<file path="src/rtl/serial_xfer.sv">
`default_nettype none
// ============================================================================
// Module   : serial_xfer
// Brief    : One command per transaction: send 0..MAX_TX bytes to a UART TX
//            core, then collect 0..MAX_RX reply bytes from a UART RX core.
//            Optional macro SERIAL_XFER_FLUSH_EN discards stale RX bytes
//            before the TX phase.
// Revision : 1.0 - initial release
// ============================================================================
module serial_xfer #(
    parameter int MAX_TX  = 4,
    parameter int MAX_RX  = 4,
    parameter int TIMEOUT = 1000000,
    parameter int TXL_W   = $clog2(MAX_TX + 1),
    parameter int RXL_W   = $clog2(MAX_RX + 1)
) (
    input  logic                clk,
    input  logic                reset,
    input  logic                cmd_valid,
    output logic                cmd_ready,
    input  logic [TXL_W-1:0]    cmd_tx_len,
    input  logic [RXL_W-1:0]    cmd_rx_len,
    input  logic [8*MAX_TX-1:0] cmd_tx_data,
    output logic                rsp_valid,
    output logic [8*MAX_RX-1:0] rsp_rx_data,
    output logic [RXL_W-1:0]    rsp_rx_count,
    output logic                rsp_timeout,
    output logic [7:0]          tx_data,
    output logic                tx_wr_strobe,
    input  logic                tx_busy,
    input  logic [7:0]          rx_data,
    input  logic                rx_valid,
    output logic                rx_rd_strobe
);

    localparam int               TMR_W        = $clog2(TIMEOUT + 1);
    localparam logic [TMR_W-1:0] c_timer_last = TMR_W'(TIMEOUT - 1);
    localparam logic [TXL_W-1:0] c_max_tx     = TXL_W'(MAX_TX);
    localparam logic [RXL_W-1:0] c_max_rx     = RXL_W'(MAX_RX);

    typedef enum logic [2:0] {
        IDLE    = 3'd0,
        TX_WAIT = 3'd1,
        TX_GAP  = 3'd2,
        RX_WAIT = 3'd3,
        RX_ACK  = 3'd4,
`ifdef SERIAL_XFER_FLUSH_EN
        DONE    = 3'd5,
        FLUSH   = 3'd6
`else
        DONE    = 3'd5
`endif
    } state_t;

    state_t              r_state;
    logic [TXL_W-1:0]    r_tx_len;
    logic [RXL_W-1:0]    r_rx_len;
    logic [TXL_W-1:0]    r_tx_idx;
    logic [8*MAX_TX-1:0] r_tx_buf;
    logic [TMR_W-1:0]    r_timer;
    logic                r_timed_out;

    logic [TXL_W-1:0]    w_tx_len;
    logic [RXL_W-1:0]    w_rx_len;
    logic [TMR_W-1:0]    w_timer_next;

    assign w_tx_len     = (cmd_tx_len > c_max_tx) ? c_max_tx : cmd_tx_len;
    assign w_rx_len     = (cmd_rx_len > c_max_rx) ? c_max_rx : cmd_rx_len;
    assign w_timer_next = r_timer + TMR_W'(1);

    // Combinational so the port reads 1 on the very first cycle out of reset.
    assign cmd_ready = (r_state == IDLE) && !reset;

    function automatic state_t after_tx(input logic [RXL_W-1:0] rx_len);
        return (rx_len != '0) ? RX_WAIT : DONE;
    endfunction

    always_ff @(posedge clk) begin
        if (reset) begin
            r_state      <= IDLE;
            r_tx_len     <= '0;
            r_rx_len     <= '0;
            r_tx_idx     <= '0;
            r_tx_buf     <= '0;
            r_timer      <= '0;
            r_timed_out  <= 1'b0;
            rsp_valid    <= 1'b0;
            rsp_rx_data  <= '0;
            rsp_rx_count <= '0;
            rsp_timeout  <= 1'b0;
            tx_data      <= '0;
            tx_wr_strobe <= 1'b0;
            rx_rd_strobe <= 1'b0;
        end else begin
            tx_wr_strobe <= 1'b0;
            rx_rd_strobe <= 1'b0;
            rsp_valid    <= 1'b0;
            rsp_timeout  <= 1'b0;

            case (r_state)
                IDLE: begin
                    if (cmd_valid) begin
                        r_tx_len     <= w_tx_len;
                        r_rx_len     <= w_rx_len;
                        r_tx_buf     <= cmd_tx_data;
                        r_tx_idx     <= '0;
                        rsp_rx_data  <= '0;
                        rsp_rx_count <= '0;
                        r_timer      <= '0;
                        r_timed_out  <= 1'b0;
`ifdef SERIAL_XFER_FLUSH_EN
                        r_state      <= FLUSH;
`else
                        r_state      <= (w_tx_len != '0) ? TX_WAIT : after_tx(w_rx_len);
`endif
                    end
                end

`ifdef SERIAL_XFER_FLUSH_EN
                // A strobe cycle is always followed by one ignored cycle so the
                // RX core has time to drop or refresh rx_valid.
                FLUSH: begin
                    if (!rx_rd_strobe) begin
                        if (rx_valid) begin
                            rx_rd_strobe <= 1'b1;
                        end else begin
                            r_state <= (r_tx_len != '0) ? TX_WAIT : after_tx(r_rx_len);
                        end
                    end
                end
`endif

                TX_WAIT: begin
                    if (!tx_busy) begin
                        tx_data      <= r_tx_buf[7:0];
                        r_tx_buf     <= r_tx_buf >> 8;
                        tx_wr_strobe <= 1'b1;
                        r_tx_idx     <= r_tx_idx + TXL_W'(1);
                        r_state      <= TX_GAP;
                    end
                end

                TX_GAP: begin
                    r_state <= (r_tx_idx < r_tx_len) ? TX_WAIT : after_tx(r_rx_len);
                end

                RX_WAIT: begin
                    if (rx_valid) begin
                        for (int i = 0; i < MAX_RX; i++) begin
                            if (rsp_rx_count == RXL_W'(i)) begin
                                rsp_rx_data[8*i +: 8] <= rx_data;
                            end
                        end
                        rsp_rx_count <= rsp_rx_count + RXL_W'(1);
                        rx_rd_strobe <= 1'b1;
                        r_timer      <= '0;
                        r_state      <= RX_ACK;
                    end else if (w_timer_next >= c_timer_last) begin
                        // Expiring one count early lands the registered
                        // rsp_valid TIMEOUT cycles after the last strobe.
                        r_timed_out <= 1'b1;
                        r_state     <= DONE;
                    end else begin
                        r_timer <= w_timer_next;
                    end
                end

                RX_ACK: begin
                    r_timer <= w_timer_next;
                    r_state <= (rsp_rx_count < r_rx_len) ? RX_WAIT : DONE;
                end

                DONE: begin
                    rsp_valid   <= 1'b1;
                    rsp_timeout <= r_timed_out;
                    r_state     <= IDLE;
                end

                default: begin
                    r_state <= IDLE;
                end
            endcase
        end
    end

endmodule
`default_nettype wire
</file>
<file path="config.mk">
export PLATFORM = sky130hd
export DESIGN_NAME = serial_xfer
export DESIGN_NICKNAME = d
export VERILOG_FILES = /design/src/rtl/serial_xfer.sv
export SDC_FILE = /design/constraint.sdc
export NUM_CORES = 1
export LEC_CHECK = 0
export ABC_AREA = 1
export BUFFER_PORTS_ARGS = -buffer_cell sky130_fd_sc_hd__buf_2
export CORE_MARGIN = 3
export CORE_UTILIZATION = 40
export CTS_CLUSTER_SIZE = 28
export DETAILED_ROUTE_END_ITERATION = 7
export PLACE_DENSITY = 0.58
export SLEW_MARGIN = 25
export SYNTH_ARGS = -nofsm -noshare
export SYNTH_HDL_FRONTEND = slang
export SYNTH_SLANG_ARGS = --single-unit
export TNS_END_PERCENT = 30
</file>
<file path="constraint.sdc">
create_clock -name clk -period 2.2 [get_ports clk]
set_input_delay 0.11 -clock clk [delete_from_list [all_inputs] [get_ports clk]]
set_output_delay 0.11 -clock clk [all_outputs]
set_load 0.005 [all_outputs]
</file>
# Yosys cells after proc, flatten, opt, wreduce, memory -nomap -nowiden
# Cells that the tools add are included.
[totals]
word_cells = 110
ff_bits = 112
output_inout_bits = 48
input_bits = 51
[op_classes]
n_mux = 38
n_addsub = 3
eq_ne = 19
n_lt_le_gt_ge = 5
bitwise = 4
n_reduce_logical = 24
[ops]
columns = ["op", "count"]
rows = [
  ["32-bit 2-to-1 mux", 4],
  ["32-bit one-hot mux with 2 select lines", 2],
  ["20-bit 2-to-1 mux", 3],
  ["20-bit one-hot mux with 3 select lines", 1],
  ["3-bit 2-to-1 mux", 14],
  ["8-bit 2-to-1 mux", 4],
  ["20-bit by 1-bit adder with 20-bit output (second input constant)", 1],
  ["20-bit >= comparator (second input constant)", 1],
  ["4-bit AND reduction", 5],
  ["2-bit != test (second input constant)", 9],
  ["3-bit one-hot mux with 5 select lines", 1],
  ["3-bit by 2-bit equality test with 1-bit output (second input constant)", 4],
  ["3-bit one-hot mux with 2 select lines", 2],
  ["3-bit AND reduction", 4],
  ["3-bit nonzero test", 4],
  ["3-bit by 1-bit adder with 3-bit output (second input constant)", 2],
  ["3-bit by 1-bit equality test with 1-bit output (second input constant)", 2],
  ["3-bit equality test (second input constant)", 2],
  ["3-bit > comparator (second input constant)", 2],
  ["3-bit zero test", 2],
  ["3-bit less-than comparator", 2],
  ["1-bit 2-to-1 mux", 6],
  ["3-bit != test (second input constant)", 2],
  ["2-bit OR reduction", 3],
  ["other kinds (6)", 11],
]

# Logic depth before layout (Yosys ltp)
# Gate-level depths: netlist of run 1.
[logic_depth]
ltp_word = 7
mapped_depth = 15
depth_no_buf = 15

# Worst setup path before layout of run 1
# No wires, ideal clock.
[synth_path]
path_type = "reg2reg"
startpoint = "reg r_timer[1]"
endpoint = "reg r_timer[0]"
path_buffers = 1
period_less_slack_ns = 2.004
path_slack_ns = 0.196
stages_incl_launch_ff = 13
t_required_ns = 2.085
arrival_time_ns = 1.889
path_cell_list = "dfxtp_1 > ha_1 > nand2_1 > nor2_2 > nand2_2 > nor2_4 > nand2_1 > xor2_1 > nor3_4 > nand3_2 > buf_2 > a21oi_1 > nor2_1"
[synth_between]
elab_chain_len = 4
[synth_rtl]
columns = ["element", "line", "source"]
rows = [
  ["from (decl)", "60", "logic [TMR_W-1:0] r_timer;"],
  ["from (signal assigned)", "164", "r_timer <= w_timer_next;"],
  ["from (signal assigned)", "169", "r_timer <= w_timer_next;"],
  ["20-bit by 1-bit adder with 20-bit output", "69", "assign w_timer_next = r_timer + TMR_W'(1);"],
  ["20-bit >= comparator", "158", "end else if (w_timer_next >= c_timer_last) begin"],
  ["3-bit != test (no line)", "--", ""],
  ["3-bit AND reduction (no line)", "--", ""],
]
# Every way passes these cells.
# A chain may end at the register's enable or synchronous reset.

# Worst setup path in the final report of run 1
[layout_path]
startpoint = "reg r_timer[1]"
endpoint = "reg r_timer[12]"
[layout_between]
elab_chain_len = 4
word_cells_on_any_way = 7
cone_classes = "add/sub (1); order compare (1); eq/ne (1); mux (3); reduce/logical (1)"
[layout_rtl]
columns = ["element", "line"]
rows = [
  ["20-bit by 1-bit adder with 20-bit output (*)", "69"],
  ["20-bit >= comparator or 20-bit 2-to-1 mux (tied branches)", "158"],
  ["3-bit != test (no line) or 20-bit 2-to-1 mux (tied branches)", "--"],
  ["3-bit AND reduction (no line) or 20-bit one-hot mux with 3 select lines (tied branches)", "--"],
]
# Every way passes the cells marked *; elsewhere a longest branch is shown, timed or not. The select of a mux whose other input is x is not followed.

==> impl_metrics.py, run 1 <==
metrics = {
    "final_layout": {
        "layout_commonest_cell": "nand2_1",
        "fin_cells": 1024,
        "area_delta_synth_final_pct": 26.75,
        "antennaDiodeCount": 0,
        "drive_gt1_share_pct": 23.36,
        "stdcell_area_sq_um": 6616,
        "nets": 910,
        "layout.cells.most_common_list": "177 x nand2_1, 98 x buf_2, 97 x dfxtp_1",
    },
    "logic_synthesis": {
        "avgSynthCellArea_sq_um": 7.026,
        "syn_inst": 743,
        "synth-seq-area-share_pct": 42.95,
        "synth_cell_types": 31,
        "syn-cell-area_sq_um": 5220,
        "synth_area_leaders": "dfxtp_1 43%, nand2_1 13%, a21oi_1 6.5%",
        "synth_nets": 806,
        "yosys_warnings": 0,
        "synth_top_area_cell": "dfxtp_1",
        "synth_top_cell_area_share_pct": 42.95,
        "ys_seq_elements": 112,
    },
    "sta": {
        "setup_violations": 1,
        "fmax_ghz": 0.4536,
        "finalCriticalPeriod_ns": 2.205,
        "min_period_over_period_pct": 100.2,
        "rsz0062_at_grt": "yes",
        "hold_slack_ns": 0.01242,
        "slew_violations": 0,
        "hold_viol": 0,
        "layout_setup_ws_ns": -0.004809,
        "fin_skew_ns": 0.006947,
        "relSlewSlack_pct": 51.03,
        "worst_pin_slew_ns": 0.7301,
    },
    "power_and_ir_drop": {
        "clockPowerShare_pct": 26.4,
        "power_switching_mw": 2.181,
        "ir_drop_mv": 0.4621,
        "power_mw": 6.072,
        "p_int_mw": 3.891,
        "swShare_pct": 35.92,
        "p_leak_nw": 2.874,
        "power.density_nw_per_um2": 917.8,
        "combPwrFrac_pct": 29.3,
        "pwr-share-seq_pct": 44.3,
    },
    "setup_path": {
        "cp_common_cell": "nor2_4",
        "cp_slowest_stage_delay_ns": 0.37,
        "rr_worst_depth": 13,
        "cp-end-kind": "flop",
        "critPathBufInv": 2,
        "timing_worst_setup_path_type": "flop to flop",
        "cp_top_family": "simple AND/OR/NAND/NOR gates",
        "cp_cell_sequence": "buf_6, nand2_1, nor2_4, nand2_4, nor2_4, nand3_1, nand2_2, nand3_2, nor3_4, nand3_4, clkbuf_16, a21oi_2, nor2_1",
        "required_ns": 2.45,
        "crit-reg2reg-capture": "r_timer[12]$_SDFFE_PP0P_",
        "cp_data_arrival_time_ns": 2.45,
        "start_kind": "flop",
        "reg2reg_slack_ns": -0.005,
        "slowest_stage": "dfxtp_4",
        "crit_fanout": 6,
        "r2r-start": "r_timer[1]$_SDFFE_PP0P_",
    },
    "place": {
        "place_hpwl_um": 9496,
        "place.gp.congestion": 0.8663,
        "place_inst": 992,
        "portBuffers": 98,
        "placed_cell_area_sq_um": 5947,
    },
    "drt": {
        "routed-via-count": 5206,
        "wl_per_cell_um": 14.10,
        "drt_first_iter_violations": 352,
        "drcViolationCount": 0,
        "postRouteAntennaNets": 0,
        "dr.pass1.iters": 5,
        "drt-total-wl_um": 14440,
        "routed_via_density": 5.084,
    },
    "floorplan": {
        "die_h_um": 120.2,
        "rows": 41,
        "die_area_sq_um": 14460,
        "initial_core_util_pct": 41.20,
        "io_pins": 99,
        "coreArea_sq_um": 12670,
        "die_w_um": 120.2,
    },
    "clocking": {
        "root_buffer": "clkbuf_16",
        "cts.sinks": 112,
        "clk_latency_ns": 0.36,
        "cts_max_path_buffers": 2,
        "cts_buffers": 9,
        "path_clk_slew_ns": 0.07,
        "cts_tree": "yes",
        "cts.htree.levels": 3,
    },
    "global_routing": {
        "antenna_found_initial": 0,
        "grt.overflow.total": 0,
        "grt_pass1_vias": 4883,
        "grt_max_degree": 41,
        "grt_first_pass_wirelength_um": 22580,
        "globalRouteTotalUtil_pct": 18.97,
    },
    "status": {
        "violations": "negative setup slack",
        "status": "complete, but fails checks",
    },
    "worst_hold_path": {
        "hp-class": "input port to flop",
        "worstHoldEndpoint": "r_rx_len[1]$_SDFFE_PP0P_",
        "min_delay_path_depth": 3,
        "hp-start": "cmd_rx_len[1]",
    },
    "run": {
        "cap_violations": 0,
    },
}
layer usage:
layer  track usage (%)  routed length, um  share of wire, %  up-vias
li1                  -                  -                 -     2672
met1             23.21               6194                43     2382
met2             32.98               7213                50      130
met3             5.566                755               5.2       22
met4             4.533                276               1.9        0
met5                 0                  0                 0        -
logic make-up after synthesis:
kind of cell / share of synthesized area (%)
adder cells (fa/ha/maj): 2.876
AO/OA/AOI/OAI: 17.14
buffers and inverters: 7.191
XOR/XNOR: 1.175
flip-flops: 42.95
AND/OR/NAND/NOR: 28.67
synth_stat cells (all sizes together):
library cell / number
xnor2: 3
nor4: 1
xor2: 4
ha: 12
a31oi: 24
and3: 1
dfxtp: 112
nor2: 86
nor3: 12
o22ai: 1
buf: 11
or2: 3
clkbuf: 28
a21oi: 68
nand2: 186
a22oi: 2
clkinv: 2
o21bai: 1
a211oi: 6
nand4: 12
o21ai: 66
nand3: 49
inv: 53
worst max path at each step:
stage / from / end / slack, ns / depth (start not counted)
after floorplan: r_timer[1]$_SDFFE_PP0P_ / r_timer[0]$_SDFFE_PP0P_ / 0.20 / 12
after global placement: r_state[0]$_SDFFE_PP0P_ / rsp_rx_data[9]$_SDFFE_PP0P_ / 0.15 / 8
after detailed placement: r_state[0]$_SDFFE_PP0P_ / rsp_rx_data[10]$_SDFFE_PP0P_ / 0.007 / 8
after CTS: r_timer[1]$_SDFFE_PP0P_ / r_timer[3]$_SDFFE_PP0P_ / 0.09 / 12
after global routing: r_timer[1]$_SDFFE_PP0P_ / r_timer[6]$_SDFFE_PP0P_ / -0.12 / 13
final: r_timer[1]$_SDFFE_PP0P_ / r_timer[12]$_SDFFE_PP0P_ / -0.005 / 13
metrics by stage:
stage | TNS [ns] | setup slack (ns) | util [%]
after floorplan | 0 | 0.1963 | -
after global placement | 0 | 0.1473 | 46.93
after detailed placement | 0 | 0.006648 | 46.93
after CTS | 0 | 0.08601 | 49.90
after global routing | -2.111 | -0.1248 | 52.22
final | -0.004809 | -0.004809 | 52.22
registers in the layout, indices dropped and copies added (netlist names):
name	flops
r_rx_len	3
r_state	3
r_timed_out	1
r_timer	20
r_tx_buf	32
r_tx_idx	3
r_tx_len	3
rsp_rx_count	3
rsp_rx_data	32
rsp_timeout	1
rsp_valid	1
rx_rd_strobe	1
tx_data	8
tx_wr_strobe	1
area by class of cell:
| type | instances | area (sq um) |
|---|---|---|
| timing repair buffer | 132 | 883.3 |
| inverter | 55 | 206.4 |
| multi-input combinational | 537 | 2753 |
| clock buffer | 9 | 225.2 |
| clock inverter | 7 | 65.06 |
| sequential | 112 | 2268 |
| tap | 172 | 215.2 |
| fill | 1256 | 6055 |
tightest hold or removal path, cell delays in order:
cell,delay [ns]
buf_2,0.09
nand3_1,0.07
o21ai_0,0.07
timing repair:
| item | in CTS | in global routing |
|---|---|---|
| setup buffers | 0 | 3 |
| endpoints found under the setup margin | 1 | 21 |
| resized for setup | 1 | 54 |
| cloned | 0 | 5 |
| hold buffers | 8 | 0 |
| pin swaps | 0 | 11 |
| endpoints found under the hold margin | 8 | 0 |
power by group through the flow:
stage / sequential [mW] / combinational, mW / clock (mW)
detailed placement: 2.68 / 1.68 / 0
finish: 2.69 / 1.78 / 1.61
floorplan: 2.63 / 1.17 / 0
global route: 2.73 / 2.02 / 1.73
global placement: 2.67 / 1.64 / 0
CTS: 2.64 / 1.70 / 1.65
No activity file was read; power rests on OpenSTA's default activity.
==> run 2: changes to the inputs <==
--- a/config.mk
+++ b/config.mk
@@ -8,10 +8,11 @@
 export ABC_AREA = 1
 export BUFFER_PORTS_ARGS = -buffer_cell sky130_fd_sc_hd__buf_2
 export CORE_MARGIN = 3
-export CORE_UTILIZATION = 40
+export CORE_UTILIZATION = 55
 export CTS_CLUSTER_SIZE = 28
 export DETAILED_ROUTE_END_ITERATION = 7
-export PLACE_DENSITY = 0.58
+export PLACE_DENSITY = 0.76
+export SETUP_SLACK_MARGIN = 0.5
 export SLEW_MARGIN = 25
 export SYNTH_ARGS = -nofsm -noshare
 export SYNTH_HDL_FRONTEND = slang
==> impl_metrics.py, run 2 (synthesis gave the netlist of run 1 again) <==
metrics = {
    "final_layout": {
        "nets": 920,
        "layout.cells.most_common_list": "175 x nand2_1, 99 x dfxtp_1, 98 x buf_2",
        "layout_commonest_cell": "nand2_1",
        "stdcell_area_sq_um": 6560,
        "area_delta_synth_final_pct": 25.67,
        "drive_gt1_share_pct": 24.13,
        "antennaDiodeCount": 0,
        "largest_registers": "r_tx_buf x32, rsp_rx_data x32, r_timer x20",
    },
    "clocking": {
        "cts_buffers": 9,
        "cts_tree": "yes",
        "cts.sinks": 112,
        "cts_max_path_buffers": 2,
        "root_buffer": "clkbuf_8",
        "path_clk_slew_ns": 0.11,
        "cts.htree.levels": 3,
        "clk_latency_ns": 0.38,
    },
    "place": {
        "place_ws_ns": 0.03799,
        "place_hpwl_um": 9559,
        "placed_cell_area_sq_um": 5934,
        "portBuffers": 98,
        "place.gp.congestion": 0.9339,
    },
    "setup_path": {
        "cp_data_arrival_time_ns": 2.37,
        "start_kind": "flop",
        "cp-end-kind": "flop",
        "crit_cells": 12,
        "rr_worst_depth": 12,
        "required_ns": 2.48,
        "cp_cell_sequence": "ha_4, nand2_4, nor2_4, nand2_4, nor2_4, nand2_2, xor2_2, nor3_4, nand3_4, buf_12, a21oi_1, nor2_1",
        "slowest_stage": "dfxtp_4",
        "critPathBufInv": 1,
        "crit_fanout": 22,
        "cp_slowest_stage_delay_ns": 0.39,
        "timing_worst_setup_path_type": "flop to flop",
        "cp_top_family": "simple AND/OR/NAND/NOR gates",
    },
    "sta": {
        "rsz0062_at_grt": "yes",
        "layout_setup_ws_ns": 0.1122,
        "setup_violations": 0,
        "fmax_ghz": 0.4790,
        "slew_violations": 0,
        "finalCriticalPeriod_ns": 2.088,
        "relSlewSlack_pct": 66.05,
        "fin_skew_ns": 0.01325,
        "finalSetupTns_ns": 0,
        "min_period_over_period_pct": 94.90,
        "worst_pin_slew_ns": 0.5074,
        "hold_viol": 0,
    },
    "floorplan": {
        "rows": 34,
        "initial_core_util_pct": 58.15,
        "die_area_sq_um": 10700,
        "io_pins": 99,
        "die_w_um": 103.4,
        "die_h_um": 103.4,
        "coreArea_sq_um": 8976,
    },
    "drt": {
        "postRouteAntennaNets": 0,
        "dr.pass1.iters": 6,
        "drt-total-wl_um": 13900,
        "drt_first_iter_violations": 322,
        "drcViolationCount": 0,
        "routed-via-count": 5368,
        "routed_via_density": 5.433,
        "wl_per_cell_um": 14.06,
    },
    "power_and_ir_drop": {
        "power_switching_mw": 2.155,
        "p_int_mw": 3.595,
        "p_leak_nw": 2.864,
        "swShare_pct": 37.48,
        "clockPowerShare_pct": 21.0,
        "ir_drop_mv": 0.5193,
        "pwr-share-seq_pct": 46.6,
        "combPwrFrac_pct": 32.4,
        "power.density_nw_per_um2": 876.5,
    },
    "global_routing": {
        "grt_first_pass_wirelength_um": 22450,
        "globalRouteTotalUtil_pct": 26.11,
        "grt.overflow.total": 0,
        "grt_max_degree": 55,
        "grt_pass1_vias": 5054,
        "antenna_found_initial": 0,
    },
    "worst_hold_path": {
        "min_delay_path_depth": 3,
        "hp-class": "input port to flop",
    },
    "run": {
        "cap_violations": 0,
    },
    "status": {
        "status": "completed",
    },
}
==> run 2: cell types whose count changed in the layout (fill, tap and decap cells not counted), sizes merged <==
cell	previous run	this run
dlygate4sd3	8	21
clkbuf	12	10
clkinv	5	4
==> run 2: power groups by stage <==
stage | Combinational [mW] | Sequential (mW) | Clock (mW)
3_3_place_gp | 1.60 | 2.69 | 0
2_1_floorplan | 1.21 | 2.65 | 0
4_1_cts | 1.78 | 2.66 | 1.22
6_report | 1.86 | 2.68 | 1.21
5_1_grt | 2.10 | 2.72 | 1.30
3_5_place_dp | 1.67 | 2.70 | 0
==> run 2: what timing repair did <==
action                                  in CTS  in global routing
pin swaps                                    4                  3
resized for setup                           19                 28
setup buffers                                7                  2
hold endpoints to repair                    19                  2
endpoints found under the setup margin      98                 99
hold buffers                                19                  2
==> run 2: routing by layer <==
metal | global-route usage (%) | part of all wire, %
met5 | 0 | 0
met4 | 9.661 | 2.1
met3 | 5.902 | 4.9
met2 | 46.42 | 53
met1 | 30.60 | 40
==> run 2: path summary, 6_finish.rpt <==
kind / end / slack, ns / from
worst max register to register: r_timer[8]$_SDFFE_PP0P_ / 0.11 / r_timer[0]$_SDFFE_PP0P_
worst min-delay path: r_tx_buf[1]$_SDFFE_PP0P_ / 0.001 / cmd_tx_data[1]
worst min register to register: rsp_timeout$_SDFF_PP0_ / 0.46 / r_timed_out$_SDFFE_PP0P_
worst max-delay path: r_timer[8]$_SDFFE_PP0P_ / 0.11 / r_timer[0]$_SDFFE_PP0P_
==> run 2: layout make-up <==
class                           instances  area, sq um
Multi-Input combinational cell        537         2790
Tap cell                              126        157.7
Timing Repair Buffer                  142        948.4
Clock inverter                          6        60.06
Sequential cell                       112         2266
Inverter                               55        210.2
Fill cell                             741         2416
Clock buffer                           10        127.6
==> run 2: stage by stage <==
stage	util (%)	power, mW	std cells	hold WS [ns]
2_1_floorplan	-	3.865	743	0.2487
3_3_place_gp	66.11	4.291	942	0.3662
3_5_place_dp	66.11	4.369	942	0.3710
4_1_cts	71.56	5.653	984	0.00001657
5_1_grt	73.08	6.126	988	0.002167
6_report	73.08	5.750	988	0.001069
==> run 2: worst reg2reg max path, cell delays in order, from the launching register on <==
cell and delay [ns]:
dfxtp_4 0.39, ha_4 0.16, nand2_4 0.06, nor2_4 0.17
nand2_4 0.08, nor2_4 0.12, nand2_2 0.08, xor2_2 0.17
nor3_4 0.26, nand3_4 0.13, buf_12 0.19, a21oi_1 0.14
nor2_1 0.06
==> run 3: changes to the inputs <==
--- a/config.mk
+++ b/config.mk
@@ -11,7 +11,7 @@
 export CORE_UTILIZATION = 55
 export CTS_CLUSTER_SIZE = 28
 export DETAILED_ROUTE_END_ITERATION = 7
-export PLACE_DENSITY = 0.76
+export PLACE_DENSITY_LB_ADDON = 0.12
 export SETUP_SLACK_MARGIN = 0.5
 export SLEW_MARGIN = 25
 export SYNTH_ARGS = -nofsm -noshare
==> constraint.sdc (replaced) <==
create_clock -name clk -period 2.1 [get_ports clk]
set_input_delay 0.105 -clock clk [delete_from_list [all_inputs] [get_ports clk]]
set_output_delay 0.105 -clock clk [all_outputs]
set_load 0.005 [all_outputs]
==> impl_metrics.py, run 3 (synthesis gave the netlist of run 1 again) <==
metrics = {
    "status": {
        "status": "complete, but fails checks",
        "violations": "negative setup slack",
    },
    "power_and_ir_drop": {
        "pwr-share-seq_pct": 43.2,
        "p_leak_nw": 3.165,
        "ir_drop_mv": 0.6263,
        "power.density_nw_per_um2": 905.2,
        "clockPowerShare_pct": 20.2,
        "p_int_mw": 4.020,
        "power_switching_mw": 2.515,
        "swShare_pct": 38.49,
        "combPwrFrac_pct": 36.6,
        "power_mw": 6.535,
    },
    "setup_path": {
        "cp-end-kind": "flop",
        "start_kind": "flop",
        "required_ns": 2.38,
        "crit_fanout": 4,
        "timing_worst_setup_path_type": "flop to flop",
        "cp_data_arrival_time_ns": 2.52,
    },
    "drt": {
        "drt_first_iter_violations": 419,
        "routed_via_density": 5.609,
        "postRouteAntennaNets": 0,
        "routed-via-count": 5845,
        "wl_per_cell_um": 15.91,
        "dr.pass1.iters": 6,
        "drcViolationCount": 0,
        "drt-total-wl_um": 16580,
    },
    "global_routing": {
        "grt_first_pass_wirelength_um": 23930,
        "grt.overflow.total": 0,
        "globalRouteTotalUtil_pct": 27.95,
        "grt_max_degree": 41,
        "grt_pass1_vias": 5346,
        "antenna_found_initial": 0,
    },
    "clocking": {
        "cts.htree.levels": 3,
        "root_buffer": "clkbuf_8",
        "path_clk_slew_ns": 0.12,
        "cts_tree": "yes",
        "cts_max_path_buffers": 2,
        "cts_buffers": 9,
        "cts.sinks": 112,
        "clk_latency_ns": 0.38,
    },
    "final_layout": {
        "largest_registers": "r_tx_buf x32, rsp_rx_data x32, r_timer x20",
        "drive_gt1_share_pct": 28.38,
        "layout.cells.most_common_list": "170 x nand2_1, 99 x dfxtp_1, 98 x buf_2",
        "nets": 974,
        "fin_util_pct": 80.43,
        "fin_cells": 1042,
        "layout_commonest_cell": "nand2_1",
        "stdcell_area_sq_um": 7219,
        "fillCellCount": 560,
        "antennaDiodeCount": 0,
        "area_delta_synth_final_pct": 38.30,
    },
    "place": {
        "place.gp.congestion": 0.9013,
        "portBuffers": 98,
        "place_ws_ns": -0.03011,
        "place_inst": 959,
        "placed_cell_area_sq_um": 6062,
        "place_hpwl_um": 9421,
    },
    "sta": {
        "finalSetupTns_ns": -2.386,
        "hold_slack_ns": 0.01150,
        "hold_viol": 0,
        "slew_violations": 0,
        "relSlewSlack_pct": 68.80,
        "fin_skew_ns": 0.01406,
        "layout_setup_ws_ns": -0.1356,
        "rsz0062_at_grt": "yes",
        "finalCriticalPeriod_ns": 2.236,
        "min_period_over_period_pct": 106.5,
        "setup_violations": 24,
        "worst_pin_slew_ns": 0.4662,
        "fmax_ghz": 0.4473,
    },
    "worst_hold_path": {
        "hp-class": "input port to flop",
    },
    "floorplan": {
        "die_h_um": 103.4,
        "initial_core_util_pct": 58.15,
        "die_w_um": 103.4,
        "coreArea_sq_um": 8976,
        "die_area_sq_um": 10700,
        "io_pins": 99,
        "rows": 34,
    },
    "run": {
        "cap_violations": 0,
    },
}
[run 3: critical path, cell delays in order, from the launching register on]
cell     delay [ns]
dfxtp_4        0.39
ha_4           0.15
nand2_2        0.07
nor2_4         0.16
nand3_2        0.11
nor2_1         0.11
nand2_1        0.09
nand2_2        0.11
nand3_4        0.08
nor3_4         0.23
buf_4          0.15
buf_6          0.09
buf_6          0.10
nand2_4        0.04
nand2_4        0.06
nand3_2        0.07
nand2_1        0.10
inv_1          0.05
[run 3: final timing paths]
| path | depth (start not counted) | startpoint | slack (ns) | end |
|---|---|---|---|---|
| worst max-delay path | 17 | r_timer[1]$_SDFFE_PP0P_ | -0.14 | r_state[0]$_SDFFE_PP0P_ |
| worst min register to register | 2 | r_timed_out$_SDFFE_PP0P_ | 0.45 | rsp_timeout$_SDFF_PP0_ |
| worst min-delay path | 3 | rx_data[0] | 0.01 | rsp_rx_data[24]$_SDFFE_PP0P_ |
| worst max register to register | 17 | r_timer[1]$_SDFFE_PP0P_ | -0.14 | r_state[0]$_SDFFE_PP0P_ |
[run 3: repair_timing]
action / 4_1_cts / 5_1_grt
hold endpoints to repair: 35 / 0
setup endpoints to repair: 91 / 93
pin swaps: 8 / 35
hold buffers: 35 / 0
setup buffers: 8 / 14
gates resized for setup: 38 / 36
cloned: 3 / 7
[run 3: metal layers]
metal	vias up	GRT usage [%]	part of all wire, %
li1	2804	-	-
met1	2756	32.82	38
met2	229	49.85	52
met3	56	6.237	5.9
met4	0	9.960	3.3
met5	-	0	0
[run 3: power by group through the flow]
stage | Sequential, mW | Combinational (mW) | Clock (mW)
floorplan | 2.78 | 1.27 | 0
global placement | 2.80 | 1.77 | 0
detailed placement | 2.82 | 1.83 | 0
CTS | 2.78 | 2.06 | 1.33
global route | 2.86 | 2.65 | 1.41
finish | 2.82 | 2.39 | 1.32
[run 3: area by class of cell]
type                       instances  area (sq um)  share of cell area (%)
multi-input combinational        538          2870                   39.76
sequential                       112          2263                   31.35
timing repair buffer             194          1513                   20.95
inverter                          55         215.2                   2.981
tap                              126         157.7                   2.184
clock buffer                       9         123.9                   1.716
clock inverter                     7         71.32                  0.9879
timing repair inverter             1         5.005                 0.06932
